### src/rtl/riscv_fetch_queue_if.sv
// Fetch-unit bundle between the instruction fetch queue, the imem and decode.
//   imem request  : imem_req_valid/imem_req_ready/imem_req_addr
//   imem response : imem_rsp_valid/imem_rsp_instr (in order, never stalled)
//   redirect      : redirect_valid/redirect_pc (single-cycle pulse)
//   decode side   : fe_valid/fe_ready/fe_pc/fe_instr, sticky halt
// modport master : the fetch queue itself
// modport slave  : the surrounding imem/decode/branch logic
interface riscv_fetch_queue_if #(
  parameter int unsigned XLEN = 64
);
  logic            imem_req_valid;
  logic            imem_req_ready;
  logic [XLEN-1:0] imem_req_addr;
  logic            imem_rsp_valid;
  logic [31:0]     imem_rsp_instr;
  logic            redirect_valid;
  logic [XLEN-1:0] redirect_pc;
  logic            fe_valid;
  logic            fe_ready;
  logic [XLEN-1:0] fe_pc;
  logic [31:0]     fe_instr;
  logic            halt;

  modport master (
    output imem_req_valid, imem_req_addr, fe_valid, fe_pc, fe_instr, halt,
    input  imem_req_ready, imem_rsp_valid, imem_rsp_instr,
    input  redirect_valid, redirect_pc, fe_ready
  );

  modport slave (
    input  imem_req_valid, imem_req_addr, fe_valid, fe_pc, fe_instr, halt,
    output imem_req_ready, imem_rsp_valid, imem_rsp_instr,
    output redirect_valid, redirect_pc, fe_ready
  );
endinterface

### src/rtl/riscv_fetch_queue.sv
// Instruction-fetch front end: issues sequential PC+4 fetches to a
// variable-latency imem, buffers responses in a DEPTH-entry queue toward
// decode, and handles redirects by flushing the queue and dropping the
// responses of requests that were already in flight.
// Ports:
//   clk   : rising-edge clock
//   rst_n : synchronous active-low reset
//   bus   : riscv_fetch_queue_if.master (imem request/response, redirect,
//           decode handshake, sticky halt)
module riscv_fetch_queue #(
  parameter int unsigned     XLEN     = 64,
  parameter int unsigned     DEPTH    = 4,
  parameter logic [XLEN-1:0] RESET_PC = '0
) (
  input  logic                 clk,
  input  logic                 rst_n,
  riscv_fetch_queue_if.master  bus
);

  localparam int unsigned   AW         = $clog2(DEPTH);
  localparam int unsigned   CW         = AW + 1;
  localparam logic [CW-1:0] DEPTH_C    = CW'(DEPTH);
  localparam logic [31:0]   HALT_INSTR = 32'h0000_006F;

  function automatic logic [CW-1:0] step_cnt(input logic [CW-1:0] v,
                                             input logic inc, input logic dec);
    case ({inc, dec})
      2'b10:   step_cnt = v + CW'(1);
      2'b01:   step_cnt = v - CW'(1);
      default: step_cnt = v;
    endcase
  endfunction

  logic [XLEN-1:0] fetch_pc;
  // PC of the next response that will be kept; responses come back in
  // request order, so this tracks the queue-side PC without a side FIFO.
  logic [XLEN-1:0] rsp_pc;
  logic [CW-1:0]   count;
  logic [CW-1:0]   outstanding;
  logic [CW-1:0]   drop_cnt;
  logic [AW-1:0]   rd_ptr;
  logic [AW-1:0]   wr_ptr;
  logic            halt_q;

  logic [XLEN-1:0] q_pc    [DEPTH];
  logic [31:0]     q_instr [DEPTH];

  logic [CW:0]     slots_used;
  logic            head_valid;
  logic            req_fire;
  logic            rsp_drop;
  logic            enq;
  logic            pop;
  logic [XLEN-1:0] redirect_target;
  logic            unused_redirect_lsb;

  assign redirect_target     = {bus.redirect_pc[XLEN-1:2], 2'b00};
  assign unused_redirect_lsb = ^bus.redirect_pc[1:0];

  // Queued entries plus in-flight requests must fit the queue, so every
  // response is guaranteed a free slot when it lands.
  assign slots_used = {1'b0, count} + {1'b0, outstanding};
  assign head_valid = (count != '0);

  assign bus.imem_req_valid = rst_n && !halt_q && !bus.redirect_valid &&
                              (slots_used < {1'b0, DEPTH_C});
  assign bus.imem_req_addr  = fetch_pc;
  assign req_fire           = bus.imem_req_valid && bus.imem_req_ready;

  assign rsp_drop = bus.imem_rsp_valid && (drop_cnt != '0);
  assign enq      = bus.imem_rsp_valid && (drop_cnt == '0);

  assign bus.fe_valid = rst_n && head_valid;
  assign bus.fe_pc    = head_valid ? q_pc[rd_ptr]    : '0;
  assign bus.fe_instr = head_valid ? q_instr[rd_ptr] : '0;
  assign bus.halt     = rst_n && halt_q;
  assign pop          = bus.fe_valid && bus.fe_ready;

  always_ff @(posedge clk) begin
    if (!rst_n) begin
      fetch_pc    <= RESET_PC;
      rsp_pc      <= RESET_PC;
      count       <= '0;
      outstanding <= '0;
      drop_cnt    <= '0;
      rd_ptr      <= '0;
      wr_ptr      <= '0;
      halt_q      <= 1'b0;
    end else if (bus.redirect_valid) begin
      // Everything still in flight belongs to the old stream; a response
      // landing right now is discarded as well, so it leaves the count.
      fetch_pc    <= redirect_target;
      rsp_pc      <= redirect_target;
      count       <= '0;
      rd_ptr      <= '0;
      wr_ptr      <= '0;
      outstanding <= step_cnt(outstanding, 1'b0, bus.imem_rsp_valid);
      drop_cnt    <= step_cnt(outstanding, 1'b0, bus.imem_rsp_valid);
      halt_q      <= 1'b0;
    end else begin
      if (req_fire) begin
        fetch_pc <= fetch_pc + XLEN'(4);
      end
      outstanding <= step_cnt(outstanding, req_fire, bus.imem_rsp_valid);
      drop_cnt    <= step_cnt(drop_cnt, 1'b0, rsp_drop);
      if (enq) begin
        wr_ptr <= wr_ptr + AW'(1);
        rsp_pc <= rsp_pc + XLEN'(4);
      end
      if (pop) begin
        rd_ptr <= rd_ptr + AW'(1);
        if (q_instr[rd_ptr] == HALT_INSTR) begin
          halt_q <= 1'b1;
        end
      end
      count <= step_cnt(count, enq, pop);
    end
  end

  // Queue storage carries data only; validity lives in count/pointers.
  always_ff @(posedge clk) begin
    if (enq) begin
      q_pc[wr_ptr]    <= rsp_pc;
      q_instr[wr_ptr] <= bus.imem_rsp_instr;
    end
  end

  always_ff @(posedge clk) begin
    if (rst_n) begin
      assert (count <= DEPTH_C);
      assert (outstanding <= DEPTH_C);
      assert (slots_used <= {1'b0, DEPTH_C});
    end
  end

endmodule

### src/flat_wrapper.sv
// flat-port wrapper written by rule: the top's interface ports become plain ports
module riscv_fetch_queue_flat 
#(
  parameter int unsigned     XLEN     = 64,
  parameter int unsigned     DEPTH    = 4,
  parameter logic [XLEN-1:0] RESET_PC = '0
)
  (clk, rst_n, bus_imem_req_valid, bus_imem_req_addr, bus_fe_valid, bus_fe_pc, bus_fe_instr, bus_halt, bus_imem_req_ready, bus_imem_rsp_valid, bus_imem_rsp_instr, bus_redirect_valid, bus_redirect_pc, bus_fe_ready);
  riscv_fetch_queue_if #(.XLEN(XLEN)) bus_i ();
  input  logic clk;
  input  logic rst_n;
  output wire logic [$bits(bus_i.imem_req_valid)-1:0] bus_imem_req_valid;
  output wire logic [$bits(bus_i.imem_req_addr)-1:0] bus_imem_req_addr;
  output wire logic [$bits(bus_i.fe_valid)-1:0] bus_fe_valid;
  output wire logic [$bits(bus_i.fe_pc)-1:0] bus_fe_pc;
  output wire logic [$bits(bus_i.fe_instr)-1:0] bus_fe_instr;
  output wire logic [$bits(bus_i.halt)-1:0] bus_halt;
  input wire logic [$bits(bus_i.imem_req_ready)-1:0] bus_imem_req_ready;
  input wire logic [$bits(bus_i.imem_rsp_valid)-1:0] bus_imem_rsp_valid;
  input wire logic [$bits(bus_i.imem_rsp_instr)-1:0] bus_imem_rsp_instr;
  input wire logic [$bits(bus_i.redirect_valid)-1:0] bus_redirect_valid;
  input wire logic [$bits(bus_i.redirect_pc)-1:0] bus_redirect_pc;
  input wire logic [$bits(bus_i.fe_ready)-1:0] bus_fe_ready;
  assign bus_imem_req_valid = bus_i.imem_req_valid;
  assign bus_imem_req_addr = bus_i.imem_req_addr;
  assign bus_fe_valid = bus_i.fe_valid;
  assign bus_fe_pc = bus_i.fe_pc;
  assign bus_fe_instr = bus_i.fe_instr;
  assign bus_halt = bus_i.halt;
  assign bus_i.imem_req_ready = bus_imem_req_ready;
  assign bus_i.imem_rsp_valid = bus_imem_rsp_valid;
  assign bus_i.imem_rsp_instr = bus_imem_rsp_instr;
  assign bus_i.redirect_valid = bus_redirect_valid;
  assign bus_i.redirect_pc = bus_redirect_pc;
  assign bus_i.fe_ready = bus_fe_ready;
  riscv_fetch_queue #(.XLEN(XLEN), .DEPTH(DEPTH), .RESET_PC(RESET_PC)) u_core (.clk(clk), .rst_n(rst_n), .bus(bus_i));
endmodule
### config.mk
export PLATFORM = sky130hd
export DESIGN_NAME = riscv_fetch_queue_flat
export DESIGN_NICKNAME = d
export VERILOG_FILES = /design/src/rtl/riscv_fetch_queue_if.sv /design/src/rtl/riscv_fetch_queue.sv /design/src/flat_wrapper.sv
export SDC_FILE = /design/constraint.sdc
export NUM_CORES = 1
export LEC_CHECK = 0
export CAP_MARGIN = 30
export CORE_MARGIN = 3
export CORE_UTILIZATION = 30
export CTS_CLUSTER_DIAMETER = 100
export CTS_CLUSTER_SIZE = 25
export DETAILED_ROUTE_END_ITERATION = 8
export PLACE_DENSITY = 0.58
export SLEW_MARGIN = 5
export SYNTH_ARGS = -nofsm -noshare
export SYNTH_HDL_FRONTEND = slang
export SYNTH_SLANG_ARGS = --single-unit
### constraint.sdc
create_clock -name clk -period 5.3 [get_ports clk]
set_clock_uncertainty 0.2 [all_clocks]
set_input_delay 1.59 -clock clk [delete_from_list [all_inputs] [get_ports clk]]
set_output_delay 1.59 -clock clk [all_outputs]
set_load 0.01 [all_outputs]
==> results by stage, run 1 <==
Status:
- The flow ran to the end, and the final reports show no timing, DRC or antenna violations.

Logic synthesis:
- Yosys mapped a number of flops with a built-in enable equal to 376.
- The summed instance area of the synthesized netlist is 0.0221 mm2.
- The top flip-flop cell by instance count after synthesis is sky130_fd_sc_hd__edfxtp_1.
- The async set-reset flop share out of synthesis is 0.
- The synthesized area per cell is 13.6 um2.
- The synthesis warning total is 0.
- Yosys attributes the largest share of cell area to sky130_fd_sc_hd__edfxtp_1, sky130_fd_sc_hd__dfxtp_1, sky130_fd_sc_hd__mux4_2.
- In the synthesized netlist, the number of instances is 1,623.
- The library cell occupying the most area in the post-synthesis netlist is sky130_fd_sc_hd__edfxtp_1.
- The distinct cell type count of the synthesized netlist is 70.
- In this run, synthesis produced a sequential element count of 516.
- The sequential cell area fraction in the yosys report is 0.636.
- The share of the synthesized area in the top cell type is 0.510.

Routing:
- In the final routed layout, each cell accounts on average for 22.3 um.
- Wires add up to 62,800 um.
- The via count is 14,400.
- The average vias per placed instance is 5.12.
- The initial DRC count is 1,216.
- The number of optimization iterations in the first detailed-route pass is 6.
- The count of nets left with antenna violations after detail routing is 0.
- After detailed routing, the number of remaining DRC violations is 0.

Power and ir drop:
- For this design the ratio of total power to cell area is 289 mW/mm2.
- The peak supply drop is 199 uV.
- The static leakage is 8.25 nW.
- The design draws 7.70 mW.

Setup path:
- In this run the register-to-register setup slack is 1890 ps.
- The critical path contains buffers and inverters numbering 2 combined.
- The worst setup path is captured at an output port.
- The source of the critical timing path is u_core.count[0]$_SDFFE_PP0P_.
- The number of logic stages on the critical path including buffering is 4.
- Grouping stages by cell kind, the critical path spends the most delay in buffers and inverters.
- The required arrival time at the worst endpoint is 3510 ps.
- Among all stages on the critical path, the largest delay is contributed by sky130_fd_sc_hd__or3_2.
- Of all nets on the critical path, the largest fanout is 33.
- The reg-to-reg startpoint is u_core.count[0]$_SDFFE_PP0P_.
- The worst register-to-register path ends at u_core.count[2]$_SDFFE_PP0P_.
- The most critical setup path has its endpoint at bus_fe_pc[38].
- The signal on the critical path passes through or3_2, buf_4, and2_1, clkdlybuf4s50_1.
- At the worst endpoint, the arrival time is 2880 ps.
- The worst stage delay on the critical path is 620 ps.
- The class of the most critical setup path is reg2out.
- STA classifies the critical path startpoint as a register.
- The number of cells on the worst reg-to-reg path is 9.

Clock tree:
- The hold-fix buffer count after cts is 0.
- Counting every sink on the clock net gives 516.
- In this run the number of H-tree levels came out at 1.
- The post-cts sizing count is 0.
- The clock tree from TritonCTS is yes.
- The register clock-pin slew on the reported worst setup and hold paths is 100 ps.
- The root buffer cell chosen for the clock tree is sky130_fd_sc_hd__clkbuf_16.
- Clock latency on the worst-skew pair, taken at its later pin, is 580 ps.
- In this run the deepest clock path goes through 3 buffers.
- The total setup buffers inserted after CTS is 0.
- The number of CTS-inserted buffers is 25.

Placement:
- Detailed placement finished with a half-perimeter wire length of 43,500 um.
- The number of buffers added on ports is 258.
- At the placement stage, the worst setup path has a slack of 698 ps.
- The placer congestion estimate is 0.847.

Global route:
- The global-route wire length before repair is 92,900 um.
- The via count of the first global-routing pass was 14,200.
- The maximum number of pins on one net before global-route repair is 89.
- The initial antenna violation count is 5.
- For this run the aggregate overflow at the end of global routing stands at 0.
- In the global route stage, overall resource usage came out at 0.157.

Die:
- The effective utilization at floorplan is 0.306.
- The die outline width is 278 um.
- The row count is 98.
- The full die area is 0.0771 mm2.
- The floorplan step defined a core boundary enclosing 0.0723 mm2.
- In this run the count of I/O pins placed on the die edge is 265.
- From bottom edge to top edge, the die measures 278 um.

Flow run:
- Max-cap violations in this run came to 0.

Final layout:
- The net count of the finished layout is 1,964.
- Of the cells placed in the final design, the portion with a size suffix greater than 1 is 0.102.
- For this run, the share of the core covered by cells in the final layout is 0.369.
- The relative area change from synthesis to final layout is 20.5%.

Timing:
- The total of endpoints with negative setup slack in the final report is 0.
- Once routing completed, OpenROAD measured the worst setup slack at 627 ps.
- Counting I/O delays and the setup requirement, the final critical path takes 4670 ps.
- At the pin with the least slew margin, the transition time is 987 ps.
- Of the available clock period, the critical path in the final layout requires 0.882.
- The relative slew slack is 0.336.
- The fmax is 0.214 GHz.
- Adding up every negative setup slack in the final design gives 0 ps.
- The final count of pins violating max slew is 0.
- Setup repair after global routing left no endpoint under its margin.
- The number of hold violations in the final report is 0.

Min path:
- The path class of the tightest hold or removal check is reg2reg.
- The launch point of the worst hold path is u_core.wr_ptr[1]$_SDFFE_PP0P_.
==> cell type report <==
cell class	count	area, um2
multi-input cells	978	7530
diodes	5	12.5
fillers	6911	45700
inverters	34	129
clock inverters	6	70.1
well taps	950	1190
repair buffers	293	2960
clock buffers	39	678
flip-flops and latches	516	14100
==> metal layers <==
| metal | track usage | wire, um | vias to the layer above |
|---|---|---|---|
| met4 | 0.0253 | 890 | 6 |
| met2 | 0.261 | 30100 | 418 |
| met3 | 0.0399 | 4940 | 53 |
| met1 | 0.212 | 26800 | 7322 |
| met5 | 0 | 46 | - |
| li1 | - | - | 6642 |
==> report_power, final <==
group | switching [mW] | internal [mW] | leakage (nW) | total [mW]
Combinational | 0.427 | 0.395 | 3.27 | 0.822
Clock | 1.27 | 0.951 | 0.360 | 2.22
Sequential | 0.147 | 4.51 | 4.62 | 4.66
Total | 1.84 | 5.86 | 8.25 | 7.70
==> logic make-up (layout without fill, tap and decap cells) <==
group                    count (synthesis)  count (layout)  share of synthesized area
flip-flops                             516             516                      0.636
other                                    1               9                   0.000169
multiplexers                            97              97                     0.0971
AO/OA/AOI/OAI                          265             265                     0.0700
buffers and inverters                  132             372                     0.0244
AND/OR/NAND/NOR                        518             518                      0.132
XOR/XNOR                                80              80                     0.0316
adder cells (fa/ha/maj)                 14              14                    0.00825
==> cell usage after synthesis (3+ instances only) <==
library cell and number:
sky130_fd_sc_hd__o211ai_1 5, sky130_fd_sc_hd__buf_4 6, sky130_fd_sc_hd__o311ai_0 4, sky130_fd_sc_hd__nand4_2 4, sky130_fd_sc_hd__and3_1 27, sky130_fd_sc_hd__nor4_1 26
sky130_fd_sc_hd__a21o_1 4, sky130_fd_sc_hd__o22ai_1 7, sky130_fd_sc_hd__nor3b_1 8, sky130_fd_sc_hd__a211oi_1 12, sky130_fd_sc_hd__nor4_4 3, sky130_fd_sc_hd__nand4b_1 3
sky130_fd_sc_hd__buf_1 9, sky130_fd_sc_hd__nor2_1 72, sky130_fd_sc_hd__a21boi_0 6, sky130_fd_sc_hd__and2_1 110, sky130_fd_sc_hd__mux4_2 94, sky130_fd_sc_hd__dfxtp_1 140
sky130_fd_sc_hd__nand2_1 95, sky130_fd_sc_hd__or3_1 14, sky130_fd_sc_hd__a21oi_1 91, sky130_fd_sc_hd__buf_2 12, sky130_fd_sc_hd__a22oi_1 9, sky130_fd_sc_hd__and4b_1 4
sky130_fd_sc_hd__nand3_1 43, sky130_fd_sc_hd__o21ai_0 76, sky130_fd_sc_hd__or4_1 8, sky130_fd_sc_hd__o31a_1 3, sky130_fd_sc_hd__edfxtp_1 376, sky130_fd_sc_hd__xnor2_1 56
sky130_fd_sc_hd__clkbuf_1 70, sky130_fd_sc_hd__inv_1 32, sky130_fd_sc_hd__ha_1 13, sky130_fd_sc_hd__nand4_1 44, sky130_fd_sc_hd__o21ai_1 4, sky130_fd_sc_hd__nor4_2 3
sky130_fd_sc_hd__a221oi_1 3, sky130_fd_sc_hd__a31oi_1 28, sky130_fd_sc_hd__nor2b_1 4, sky130_fd_sc_hd__xor2_1 24, sky130_fd_sc_hd__and4_1 7, sky130_fd_sc_hd__nor3_1 29
==> worst min-delay path, delay by kind of cell (launching register included) <==
family           cells  cell delay, ps
AO/OA/AOI/OAI        1              50
AND/OR/NAND/NOR      1              70
flip-flops           1             360
==> layout by cell type, fill, tap and decap left out, drive strengths merged, types with 27 or more instances in the layout <==
| cell type | count |
|---|---|
| mux4 | 94 |
| inv | 34 |
| edfxtp | 376 |
| clkbuf | 39 |
| nor3 | 30 |
| nor4 | 32 |
| and2 | 112 |
| a31oi | 28 |
| a21oi | 91 |
| nand2 | 95 |
| and3 | 27 |
| xnor2 | 56 |
| o21ai | 80 |
| nand4 | 48 |
| buf | 37 |
| dfxtp | 140 |
| nor2 | 72 |
| nand3 | 45 |
| clkdlybuf4s50 | 256 |
==> stage by stage <==
step	hold WS, ps	area (um2)	cells
floorplan	251	22200	1626
global placement	280	25900	2770
detailed placement	298	25900	2770
CTS	313	26700	2815
global route	341	26700	2816
finish	314	26700	2821
==> sequential cells by signal, summed over array words and instances, names as in the netlist, named ones only <==
name,count
u_core.wr_ptr,2
u_core.bus.imem_req_addr,62
u_core.count,3
u_core.q_instr,128
u_core.rd_ptr,2
u_core.rsp_pc,62
u_core.outstanding,3
u_core.halt_q,1
u_core.q_pc,248
u_core.drop_cnt,3
==> how the worst min path moves through the flow <==
stage | to | depth (start not counted) | slack (ps)
floorplan | u_core.halt_q$_SDFFE_PP0P_ | 2 | 250
global placement | u_core.wr_ptr[1]$_SDFFE_PP0P_ | 2 | 280
detailed placement | u_core.wr_ptr[1]$_SDFFE_PP0P_ | 2 | 300
CTS | u_core.wr_ptr[1]$_SDFFE_PP0P_ | 2 | 310
global route | u_core.count[2]$_SDFFE_PP0P_ | 2 | 340
finish | u_core.wr_ptr[1]$_SDFFE_PP0P_ | 2 | 310
Power figures use the tool's default switching activity.
==> run 2: changes to the inputs <==
PLACE_DENSITY = default   (was 0.58)
==> results by stage, run 2 (synthesis results as in run 1) <==
Power and ir drop:
- The static leakage was 8.28 nW (+0.29%).
- The peak supply drop is 183 uV (-8.1%).
- The clock share of power is 0.291 (+0.003).
- The relative contribution of combinational cells to total power was 0.107 (about the same).
- The switching power summed over all nets is 1.88 mW (+2.3%).
- The sequential share of power was 0.601 (-0.004).
- The switching portion of total power is 0.243 (+0.00398).
- The ratio of total power to cell area is 290 mW/mm2 (+0.41%).
- The internal power contribution was 5.86 mW (+0.12%).

Timing:
- The final total negative setup slack is 0 ps (unchanged).
- The actual slew at the worst max-slew pin is 941 ps (-46.0 ps).
- The number of hold violations in the final report is 0 (unchanged).
- The fmax is 0.212 GHz (-0.80%).
- The shortest period the worst path allows came to 4710 ps (+37.7 ps).
- The final count of pins violating max slew was 0 (unchanged).
- Setup repair after global routing left no endpoint under its margin.
- The total of endpoints with negative setup slack in the final report is 0 (unchanged).
- The part of the cycle the worst path needs was 0.889 (+0.00711).
- The relative slew slack is 0.368 (+0.0315).

Global route:
- The global-route track usage on met3 is 0.0479 (+0.00800).
- The maximum number of pins on one net before global-route repair was 91 (+2.2%).
- The aggregate global routing overflow is 0 (unchanged).
- The overall routing resource usage is 0.158 (+0.000556).
- The initial antenna violation count is 9 (+4).
- The global-route wire length before repair is 93,100 um (+0.18%).
- The via count of the first global-routing pass was 14,400 (+1.4%).
- The global-route track usage on met2 is 0.261 (about the same).
- The layer flagged by global routing as most heavily used is met2.
- The met1 routing resource usage after global routing is 0.202 (-0.00938).

Die:
- The die outline width is 278 um (unchanged).
- The effective utilization at floorplan is 0.306 (unchanged).
- The number of top-level pins came to 265 (unchanged).
- The full die area is 0.0771 mm2 (unchanged).
- The die extent in y was 278 um (unchanged).
- The area inside the core boundary is 0.0723 mm2 (unchanged).
- The row count is 98 (unchanged).

Clock tree:
- The number of CTS-inserted buffers is 26 (+4.0%).
- The number of buffers between clock root and the deepest sink is 3 (unchanged).
- The post-cts sizing count was 0 (unchanged).
- The register clock-pin slew on the reported worst setup and hold paths is 90 ps (about the same).
- The hold-fix buffer count after cts was 0 (unchanged).
- The latest clock arrival within the worst-skew pair is 590 ps (about the same).
- TritonCTS built the clock tree.
- The sink count of the clock tree is 516 (unchanged).
- The H-tree depth reported by CTS is 1 (unchanged).
- The total setup buffers inserted after CTS came to 0 (unchanged).
- The clock root buffer is sky130_fd_sc_hd__clkbuf_16.

Routing:
- The routed wirelength normalized by instance count is 22.2 um (-0.21%).
- The number of optimization iterations in the first detailed-route pass is 5 (-1).
- The count of nets left with antenna violations after detail routing is 0 (unchanged).
- The via count is 14,500 (+0.34%).
- The initial DRC count came to 1,090 (-10%).
- The wire length reported by the detailed router is 62,700 um (-0.14%).
- The post-detailed-route DRC marker count is 0 (unchanged).
- The average vias per placed instance was 5.13 (+0.27%).

Placement:
- The number of buffers added on ports is 258 (unchanged).
- The count of placed standard cells including taps came to 2,770 (unchanged).
- The placer congestion estimate is 0.851 (+0.48%).
- The HPWL after detailed placement came to 43,500 um (about the same).

Final layout:
- The fraction of final layout cells sized beyond drive strength 1 is 0.103 (+0.000426).
- u_core.q_pc holds more flip-flops than any other register.
- The post-layout net count is 1,964 (unchanged).
- Compared with the post-synthesis result, the final layout area differs by 20.7%.
- The flip-flop count of the largest register after layout was 248 (unchanged).
- The top cell types in the final layout, fill and taps aside, are sky130_fd_sc_hd__edfxtp_1, sky130_fd_sc_hd__clkdlybuf4s50_1, sky130_fd_sc_hd__dfxtp_1.
- The layout filler cell count is 6,887 (-0.35%).
- The largest registers in the layout are u_core.q_pc x248, u_core.q_instr x128.
- The final instance count without filler cells is 2,823 (+0.071%).
- The leading cell type in the layout, fill and taps excluded is sky130_fd_sc_hd__edfxtp_1.

Setup path:
- The kind of end point of the critical path is an output port.
- The worst stage delay on the critical path is 680 ps (+60 ps).
- The number of buffers and inverters on the critical path is 2 (unchanged).
- The required arrival time at the worst endpoint is 3510 ps (about the same).
- For this design, the slowest cell found on the critical path is sky130_fd_sc_hd__clkdlybuf4s50_1.
- The slack of the worst reg-to-reg path is 2250 ps (+360 ps).
- The critical path arrival came to 2920 ps (+40 ps).
- The startpoint type of the worst setup path is a primary input.
- The cell family contributing the most delay on the critical path is buffers and inverters.
- The peak fanout along the critical path is 7 (-79%).
- The critical path goes through buf_2, nor2b_1, and3_1, clkdlybuf4s50_1.
- The class of the most critical setup path is in2out.

Min path:
- The worst min-delay path class is reg2reg.

Flow run:
- The max-cap violation count came to 0 (unchanged).

Status:
- The run finished with clean final reports.
## run 2: changes by cell type in the layout (fill, tap and decap cells not counted), sizes merged
cell and change:
bufinv -1, buf -1, inv +3, clkbuf +1
## run 2: metrics by stage
step / hold WS, ps / worst slack, ps / instance area, um2 / total power [mW] / utilization
after CTS: 308 / 601 / 26700 / 7.85 / 0.369
after detailed placement: 294 / 599 / 25900 / 5.60 / 0.358
final: 305 / 589 / 26700 / 7.75 / 0.370
after floorplan: 251 / 353 / 22200 / 5.13 / -
after global routing: 335 / 537 / 26700 / 8.07 / 0.369
after global placement: 281 / 626 / 25900 / 5.57 / 0.358
## run 2: worst paths after layout
| kind | start | to | cells after the start |
|---|---|---|---|
| max | rst_n | bus_imem_req_valid | 4 |
| min | u_core.wr_ptr[1]$_SDFFE_PP0P_ | u_core.wr_ptr[1]$_SDFFE_PP0P_ | 2 |
| max reg2reg | u_core.count[2]$_SDFFE_PP0P_ | u_core.count[2]$_SDFFE_PP0P_ | 9 |
| min reg2reg | u_core.wr_ptr[1]$_SDFFE_PP0P_ | u_core.wr_ptr[1]$_SDFFE_PP0P_ | 2 |
## run 2: tightest hold or removal path, delay by kind of cell, from the launching register on
kind	cells	cell delay, ps
AND/OR/NAND/NOR	1	60
AO/OA/AOI/OAI	1	50
flip-flops	1	350
## run 2: routing by layer
layer	wire length [um]	part of all wire	up-vias
li1	-	-	6630
met1	26100	0.42	7297
met3	5180	0.083	75
met4	1710	0.027	8
met5	48	0.00077	-
met2	29700	0.47	480
## run 2: cell type report
| type | instances | area [um2] | area share |
|---|---|---|---|
| multi-input cells | 978 | 7530 | 0.282 |
| clock inverters | 8 | 90.1 | 0.00337 |
| well taps | 950 | 1190 | 0.0445 |
| flip-flops and latches | 516 | 14100 | 0.527 |
| inverters | 34 | 129 | 0.00482 |
| repair buffers | 292 | 2980 | 0.111 |
| clock buffers | 40 | 703 | 0.0263 |
| diodes | 5 | 12.5 | 0.000468 |
## run 2: power by group through the flow
| stage | clock, mW | combinational [mW] | sequential, mW |
|---|---|---|---|
| 2_1_floorplan | 0 | 0.406 | 4.72 |
| 3_3_place_gp | 0 | 0.834 | 4.73 |
| 3_5_place_dp | 0 | 0.847 | 4.75 |
| 4_1_cts | 2.34 | 0.850 | 4.66 |
| 5_1_grt | 2.48 | 0.907 | 4.68 |
| 6_report | 2.26 | 0.830 | 4.66 |
